$ cat src/rtl/dram_port_arbiter.sv
// ---------------------------------------------------------------------------
// dram_port_arbiter
//
// Shares port 0 (1RW) of the user-project data SRAM (OpenRAM 32x256) between
// the rvj1 core data port (OBI-style) and the Caravel Wishbone slave port, so
// management firmware can preload and inspect data memory while the core runs.
// One SRAM access per cycle; round-robin on conflict.
//
// Ports:
//   clk_i, rstn_i        clock (shared with SRAM clk0), async active-low reset
//   core_*               OBI-style core data port: req/gnt in the access cycle,
//                        rvalid/rdata exactly one cycle after the grant
//   wbs_*                Wishbone classic slave (decoded upstream), byte address
//                        with bits [1:0] ignored; ack one cycle after the grant
//   sram_*               SRAM port 0: csb0, web0, wmask0, addr0, din0, dout0
//
// Handshake semantics: a core request is accepted in any cycle where
// core_req_i & core_gnt_o; the response follows one cycle later with
// core_rvalid_o (reads and writes alike). A Wishbone request (cyc & stb) is
// accepted in the cycle the SRAM is driven for it; wbs_ack_o is high for
// exactly the following cycle. A master dropping stb before its grant is not
// served and receives no ack.
// ---------------------------------------------------------------------------
module dram_port_arbiter #(
  parameter int ADDR_W = 8,
  parameter int DATA_W = 32
) (
  input  logic                   clk_i,
  input  logic                   rstn_i,
  // core data port
  input  logic                   core_req_i,
  input  logic                   core_we_i,
  input  logic [DATA_W/8-1:0]    core_be_i,
  input  logic [ADDR_W-1:0]      core_addr_i,
  input  logic [DATA_W-1:0]      core_wdata_i,
  output logic                   core_gnt_o,
  output logic                   core_rvalid_o,
  output logic [DATA_W-1:0]      core_rdata_o,
  // wishbone slave
  input  logic                   wbs_cyc_i,
  input  logic                   wbs_stb_i,
  input  logic                   wbs_we_i,
  input  logic [DATA_W/8-1:0]    wbs_sel_i,
  input  logic [ADDR_W+1:0]      wbs_adr_i,
  input  logic [DATA_W-1:0]      wbs_dat_i,
  output logic                   wbs_ack_o,
  output logic [DATA_W-1:0]      wbs_dat_o,
  // sram port 0
  output logic                   sram_csb0_o,
  output logic                   sram_web0_o,
  output logic [DATA_W/8-1:0]    sram_wmask0_o,
  output logic [ADDR_W-1:0]      sram_addr0_o,
  output logic [DATA_W-1:0]      sram_din0_o,
  input  logic [DATA_W-1:0]      sram_dout0_i
);

  localparam int BE_W = DATA_W / 8;

  // Read-owner encoding: who performed a read in the previous cycle.
  localparam logic [1:0] RD_NONE = 2'd0;
  localparam logic [1:0] RD_CORE = 2'd1;
  localparam logic [1:0] RD_WB   = 2'd2;

  logic       run;
  logic       last_wb;
  logic       wb_ack_q;
  logic       core_rv_q;
  logic [1:0] rd_owner;

  logic wb_req;
  logic cr_req;
  logic gnt_wb;
  logic gnt_cr;

  // Byte-offset bits of the Wishbone address carry no information here.
  logic unused_adr_bits;
  assign unused_adr_bits = ^wbs_adr_i[1:0];

  // Wishbone is blocked during its own ack cycle so a master still holding
  // stb for the acknowledged transfer is not served twice.
  assign wb_req = run & wbs_cyc_i & wbs_stb_i & ~wb_ack_q;
  assign cr_req = run & core_req_i;

  // last_wb = 1 means Wishbone won last time, so the core wins a conflict.
  assign gnt_wb = wb_req & (~cr_req | ~last_wb);
  assign gnt_cr = cr_req & ~gnt_wb;

  assign core_gnt_o = gnt_cr;

  // SRAM drive. When Wishbone is not granted the core's fields are presented
  // so idle cycles stay stable; run gates everything to the reset values.
  always_comb begin
    sram_csb0_o   = 1'b1;
    sram_web0_o   = 1'b1;
    sram_wmask0_o = '0;
    sram_addr0_o  = '0;
    sram_din0_o   = '0;
    if (run) begin
      sram_csb0_o = ~(gnt_wb | gnt_cr);
      if (gnt_wb) begin
        sram_web0_o   = ~wbs_we_i;
        sram_wmask0_o = wbs_we_i ? wbs_sel_i : {BE_W{1'b1}};
        sram_addr0_o  = wbs_adr_i[ADDR_W+1:2];
        sram_din0_o   = wbs_dat_i;
      end else begin
        sram_web0_o   = ~(gnt_cr & core_we_i);
        sram_wmask0_o = core_we_i ? core_be_i : {BE_W{1'b1}};
        sram_addr0_o  = core_addr_i;
        sram_din0_o   = core_wdata_i;
      end
    end
  end

  always_ff @(posedge clk_i or negedge rstn_i) begin
    if (!rstn_i) begin
      run       <= 1'b0;
      last_wb   <= 1'b1;
      wb_ack_q  <= 1'b0;
      core_rv_q <= 1'b0;
      rd_owner  <= RD_NONE;
    end else begin
      run       <= 1'b1;
      wb_ack_q  <= gnt_wb;
      core_rv_q <= gnt_cr;
      if (gnt_wb) begin
        last_wb <= 1'b1;
      end else if (gnt_cr) begin
        last_wb <= 1'b0;
      end
      if (gnt_wb && !wbs_we_i) begin
        rd_owner <= RD_WB;
      end else if (gnt_cr && !core_we_i) begin
        rd_owner <= RD_CORE;
      end else begin
        rd_owner <= RD_NONE;
      end
    end
  end

  assign core_rvalid_o = core_rv_q;
  assign wbs_ack_o     = wb_ack_q;

  // SRAM dout is only meaningful after a read; steer it to its owner.
  assign core_rdata_o = (rd_owner == RD_CORE) ? sram_dout0_i : '0;
  assign wbs_dat_o    = (rd_owner == RD_WB)   ? sram_dout0_i : '0;

endmodule

$ cat config.mk
export PLATFORM = sky130hd
export DESIGN_NAME = dram_port_arbiter
export DESIGN_NICKNAME = d
export VERILOG_FILES = /design/src/rtl/dram_port_arbiter.sv
export SDC_FILE = /design/constraint.sdc
export NUM_CORES = 1
export LEC_CHECK = 0
export ABC_AREA = 1
export CORE_AREA = 5 5 90 92
export DETAILED_ROUTE_END_ITERATION = 10
export DIE_AREA = 0 0 95 97
export DONT_BUFFER_PORTS = 1
export PLACE_DENSITY_LB_ADDON = 0.25
export SYNTH_ARGS = -nofsm -noshare
export SYNTH_HDL_FRONTEND = slang
export SYNTH_SLANG_ARGS = --single-unit
$ cat constraint.sdc
create_clock -name clk_i -period 1.3 [get_ports clk_i]
set_input_delay 0.13 -clock clk_i [delete_from_list [all_inputs] [get_ports clk_i]]
set_output_delay 0.13 -clock clk_i [all_outputs]
set_load 0.01 [all_outputs]
# == Yosys cells after proc, flatten, opt, wreduce, memory -nomap -nowiden ==
# Cells that the tools add are included.
# totals
regBits,6
inputBits,129
out_inout_bits,113
word_cells,45
# classes
eq_ne,2
n_mux,17
n_bitwise,16
n_reduce_logical,5
# ops
cell,n
$mux 32,4
$mux 4,4
$mux 8,2
$and 1x1->1,7
$not 1->1,7
$mux 1,6
$eq 2x1->1 const B,1
$eq 2x2->1 const B,1
$logic_and 1x1->1,2
$logic_not 1->1,2
$mux 2,1
$or 1x1->1,2
$reduce_bool 2->1,1

# == Logic depth before layout (Yosys ltp) ==
# logic_depth
depth_word,10
ltp_mapped,8
depth_no_buf,7

# == Least setup slack after synthesis ==
# No wires, ideal clock.
# synth_path
path_kind,reg2out
start,register run
end,output sram_din0_o[21]
arrival_ns,1.137
required_time_ns,1.170
path_slack_ns,0.033
stages_incl_launch_ff,7
path_buffers,3
cell_sequence,dfrtp_1 -> buf_4 -> nand3_4 -> buf_4 -> buf_6 -> a21oi_1 -> nor2_1
# synth_via
elab_chain_cells,6
word_cells_on_any_way,9
classes_between,mux (2); bitwise (7)
# synth_lines
item,line_no,rtl
"start, declared",64,logic run;
"start signal, assigned",116,run <= 1'b0;
"start signal, assigned",122,run <= 1'b1;
$and 1x1->1 (on tied branches),"81, 82",
$and 1x1->1 / $not 1->1 (equally long branches),"81, 85",
$and 1x1->1 / $or 1x1->1 (equally long branches),"81, 85",
$and 1x1->1,85,assign gnt_wb = wb_req & (~cr_req | ~last_wb);
$mux 32,100,if (gnt_wb) begin
$mux 32 *,98,if (run) begin
"end, declared",53,"output logic [DATA_W-1:0] sram_din0_o,"
# Every way passes the cells marked *; elsewhere a longest branch is shown, timed or not.

# == Worst setup path in the final report ==
# layout_path
start,register last_wb
end,output sram_din0_o[15]
# layout_via
elab_chain_cells,5
# layout_lines
item,line_no,rtl
"start, declared",65,logic last_wb;
"start signal, assigned",117,last_wb <= 1'b1;
"start signal, assigned",126,last_wb <= 1'b1;
"start signal, assigned",128,last_wb <= 1'b0;
$not 1->1,85,
$or 1x1->1,85,
$and 1x1->1,85,
$mux 32,100,
$mux 32,98,
# No other way between the ends.

==> summary.md <==
| Metric | Value |
|---|---|
| Status | complete, but fails checks |
| Violated checks | setup timing |
| Final Hold Fails | 0 |
| Critical Path RT | 1.17 ns |
| Syn nets | 510 |
| GPL Wtd Cong | 0.8436 |
| WL final | 10.04 mm |
| Overflow left after global routing | 0 |
| Area grow syn2layout | 112.3% |
| Core area | 0.007137 mm² |
| Nature of the critical path endpoint | output port |
| DP Worst Slack | -0.1401 ns |
| # rows | 31 |
| Post-synthesis cell type count | 19 |
| Total iterations of the first detailed-routing run | 4 |
| Final setup violation count | 111 |
| Leakage | 1.705 nW |
| Worst path bufs/invs | 2 |
| Hold crit path type | in2reg |
| Total power draw | 1.475 mW |
| Clk pin slew, worst setup/hold paths | 0.04 ns |
| Post-route minimum period | 1.683 ns |
| Fin. max-slew vios | 0 |
| H-tree level count | 1 |
| Slowest stage delay, CP | 0.58 ns |
| Hold Crit Depth | 2 |
| Worst Clk Skew | 0.002931 ns |
| Total track usage | 0.1753 |
| Ports | 242 |
| Clock buffer count from CTS | 3 |
| Clock latency on the worst-skew pair | 0.22 ns |
| Synth Instances | 381 |
| First-pass GRT wire length | 13.12 mm |
| Post-synthesis compound-gate area fraction | 0.1289 |
| Critical Path Start Type | flop |
| R2r setup slk | 0.01 ns |
| Post-detailed-route wirelength per cell | 18.46 µm |
| Slowest cell on crit path | dfstp_2 |
| RSZ-0062 raised after global routing | true |
| Xor/xnor share of the synthesized area | 0 |
| Vias in the first global route | 2627 |
| CTS Buffer Depth | 2 |
| DRC | 0 |
| Layout cells sized above 1 | 0.5348 |
| Initial antenna violation count | 0 |
| Critical R2R Capture | rd_owner[0] |
| FF-to-FF path depth | 5 |
| Synth Area in Adders | 0 |
| Routed vias/inst | 4.989 |
| Simple-gate share of the synthesized area | 0.5244 |
| Syn. warnings | 0 |
| Setup TNS | -17.43 ns |
| I/O Buffers | 0 |
| Root buf cell | clkbuf_8 |
| Die Span Y | 97 µm |
| Crit path max-delay family | flip-flops |
| CP arrival | 1.55 ns |
| Nets@finish | 575 |
| Crit Path Category | reg2out |
| Largest net degree at the start of global routing | 43 |
| Fill cells | 658 |
| Ant. Diodes | 0 |
| Hold WS | 0.08859 ns |
| VDD IR max | 0.3217 mV |
| Max Fclk | 594.3 MHz |
| Die Wd | 95 µm |
| Cell Area, Synth | 0.001747 mm² |
| Syn Area/Cell | 4.584 µm² |
| Power per Cell Area | 397.6 mW/mm² |
| Worst-path fanout max | 42 |
| Starting Density | 0.2447 |
| Mux cell area share after synthesis | 0 |
| Initial DRC count | 71 |
| Via count | 2714 |
| Final setup margin | -0.3826 ns |
| Max Cap Viol | 0 |
| Tcrit/Tclk final | 1.294 |
| TritonCTS clock tree | built |
| Reg2Reg Launch Point | last_wb |
| Register area share after synthesis | 0.08668 |
| DIE AREA | 0.009215 mm² |
| Routed Antenna Nets | 0 |
| Hold Path End | rd_owner[1] |
| Yosys reg bits | 6 |
| Largest family of logic cells by synthesized area | simple AND/OR/NAND/NOR gates |
| Worst path cell trace | nand3_4 -> buf_12 -> nand3_1 -> nand2_1 -> nor2_1 -> buf_4 |
| Hold path start | wbs_we_i |
| Post-DP HPWL | 6.109 mm |
| Clk sink count | 6 |
| Multi-input logic area | 0.001976 mm² |
| Register Area | 152.6 µm² |
==> worst max path at each step <==
stage	start	to	slack [ns]	cells past startpoint
floorplan	run	sram_din0_o[21]	0.03	6
global route	run	sram_din0_o[15]	-0.46	8
detailed placement	run	sram_din0_o[26]	-0.14	6
finish	last_wb	sram_din0_o[15]	-0.38	6
CTS	last_wb	sram_din0_o[15]	-0.37	6
global placement	wbs_ack_o	sram_din0_o[14]	-0.13	7
==> placed cells by master (no fill, tap or decap), types with 2 or more instances in the layout <==
master and count:
inv_1 77, nor2_4 74, buf_6 48, nand2_1 41, nand3_1 37, a21oi_1 35
nor2_2 34, buf_4 21, buf_12 9, nor2_1 8, a21oi_2 7, nand2_2 6
nand3_4 6, nand2_4 5, or2_2 4, clkbuf_16 4, dfrtp_1 4, inv_2 3
nand3_2 3, clkbuf_8 3, buf_16 3, a21oi_4 2, dlygate4sd3_1 2, buf_8 2
==> cell usage after synthesis <==
cell,number,share of area
nor2_1,114,0.24
inv_1,80,0.17
nand2_1,52,0.11
a21oi_1,44,0.13
nand3_1,44,0.13
buf_2,15,0.043
clkbuf_1,9,0.019
dfrtp_1,5,0.072
or2_2,5,0.018
buf_4,3,0.013
buf_1,2,0.0043
buf_6,1,0.0064
conb_1,1,0.0021
dfstp_2,1,0.015
nand2_2,1,0.0036
nand3_4,1,0.010
nor2_2,1,0.0036
nor2_4,1,0.0064
o21ai_0,1,0.0029
==> final cells by class <==
| type | count | area share |
|---|---|---|
| Multi-Input combinational cell | 266 | 0.5327 |
| Timing Repair Buffer | 89 | 0.2996 |
| Sequential cell | 6 | 0.04116 |
| Tap cell | 99 | 0.03340 |
| Inverter | 80 | 0.08097 |
| Clock buffer | 4 | 0.01215 |
==> kinds of logic after synthesis <==
group / Yosys count
flip-flops: 6
other: 1
AO/OA/AOI/OAI: 45
buffers and inverters: 110
AND/OR/NAND/NOR: 219
==> metrics by stage <==
step,cell area (µm²),util,instances
6_report,3709,0.5196,544
3_5_place_dp,2278,0.3193,516
5_1_grt,3709,0.5196,544
3_3_place_gp,2278,0.3193,516
4_1_cts,3073,0.4306,539
2_1_floorplan,1747,-,381
==> registers in the layout, indices dropped and copies added (netlist names) <==
signal         cells
core_rvalid_o      1
last_wb            1
rd_owner           2
run                1
wbs_ack_o          1
==> repair_timing <==
| action | CTS | global route |
|---|---|---|
| buffers inserted | 9 | 4 |
| pin swaps | 40 | 17 |
| endpoints found under the setup margin | 83 | 116 |
| gates resized for setup | 139 | 152 |
| gates cloned | 8 | 6 |
| endpoints found under the hold margin | 7 | 0 |
| hold buffers | 2 | 0 |
==> per-layer routing <==
layer	wire length, µm	track usage	part of all wire	up-vias
met5	0	0	0	-
met4	374	0.05660	0.037	0
met3	1063	0.04422	0.11	28
met2	5428	0.3449	0.54	188
met1	3176	0.1718	0.32	1228
li1	-	-	-	1270
==> report_power, final <==
part	switching [mW]	leakage, nW	internal (mW)	total [mW]
registers	0.0131	0.0744	0.202	0.215
logic	0.588	1.61	0.380	0.968
clock network	0.0807	0.0228	0.211	0.292
total	0.682	1.70	0.792	1.47
Note: power is estimated with default switching activity, not from simulation.
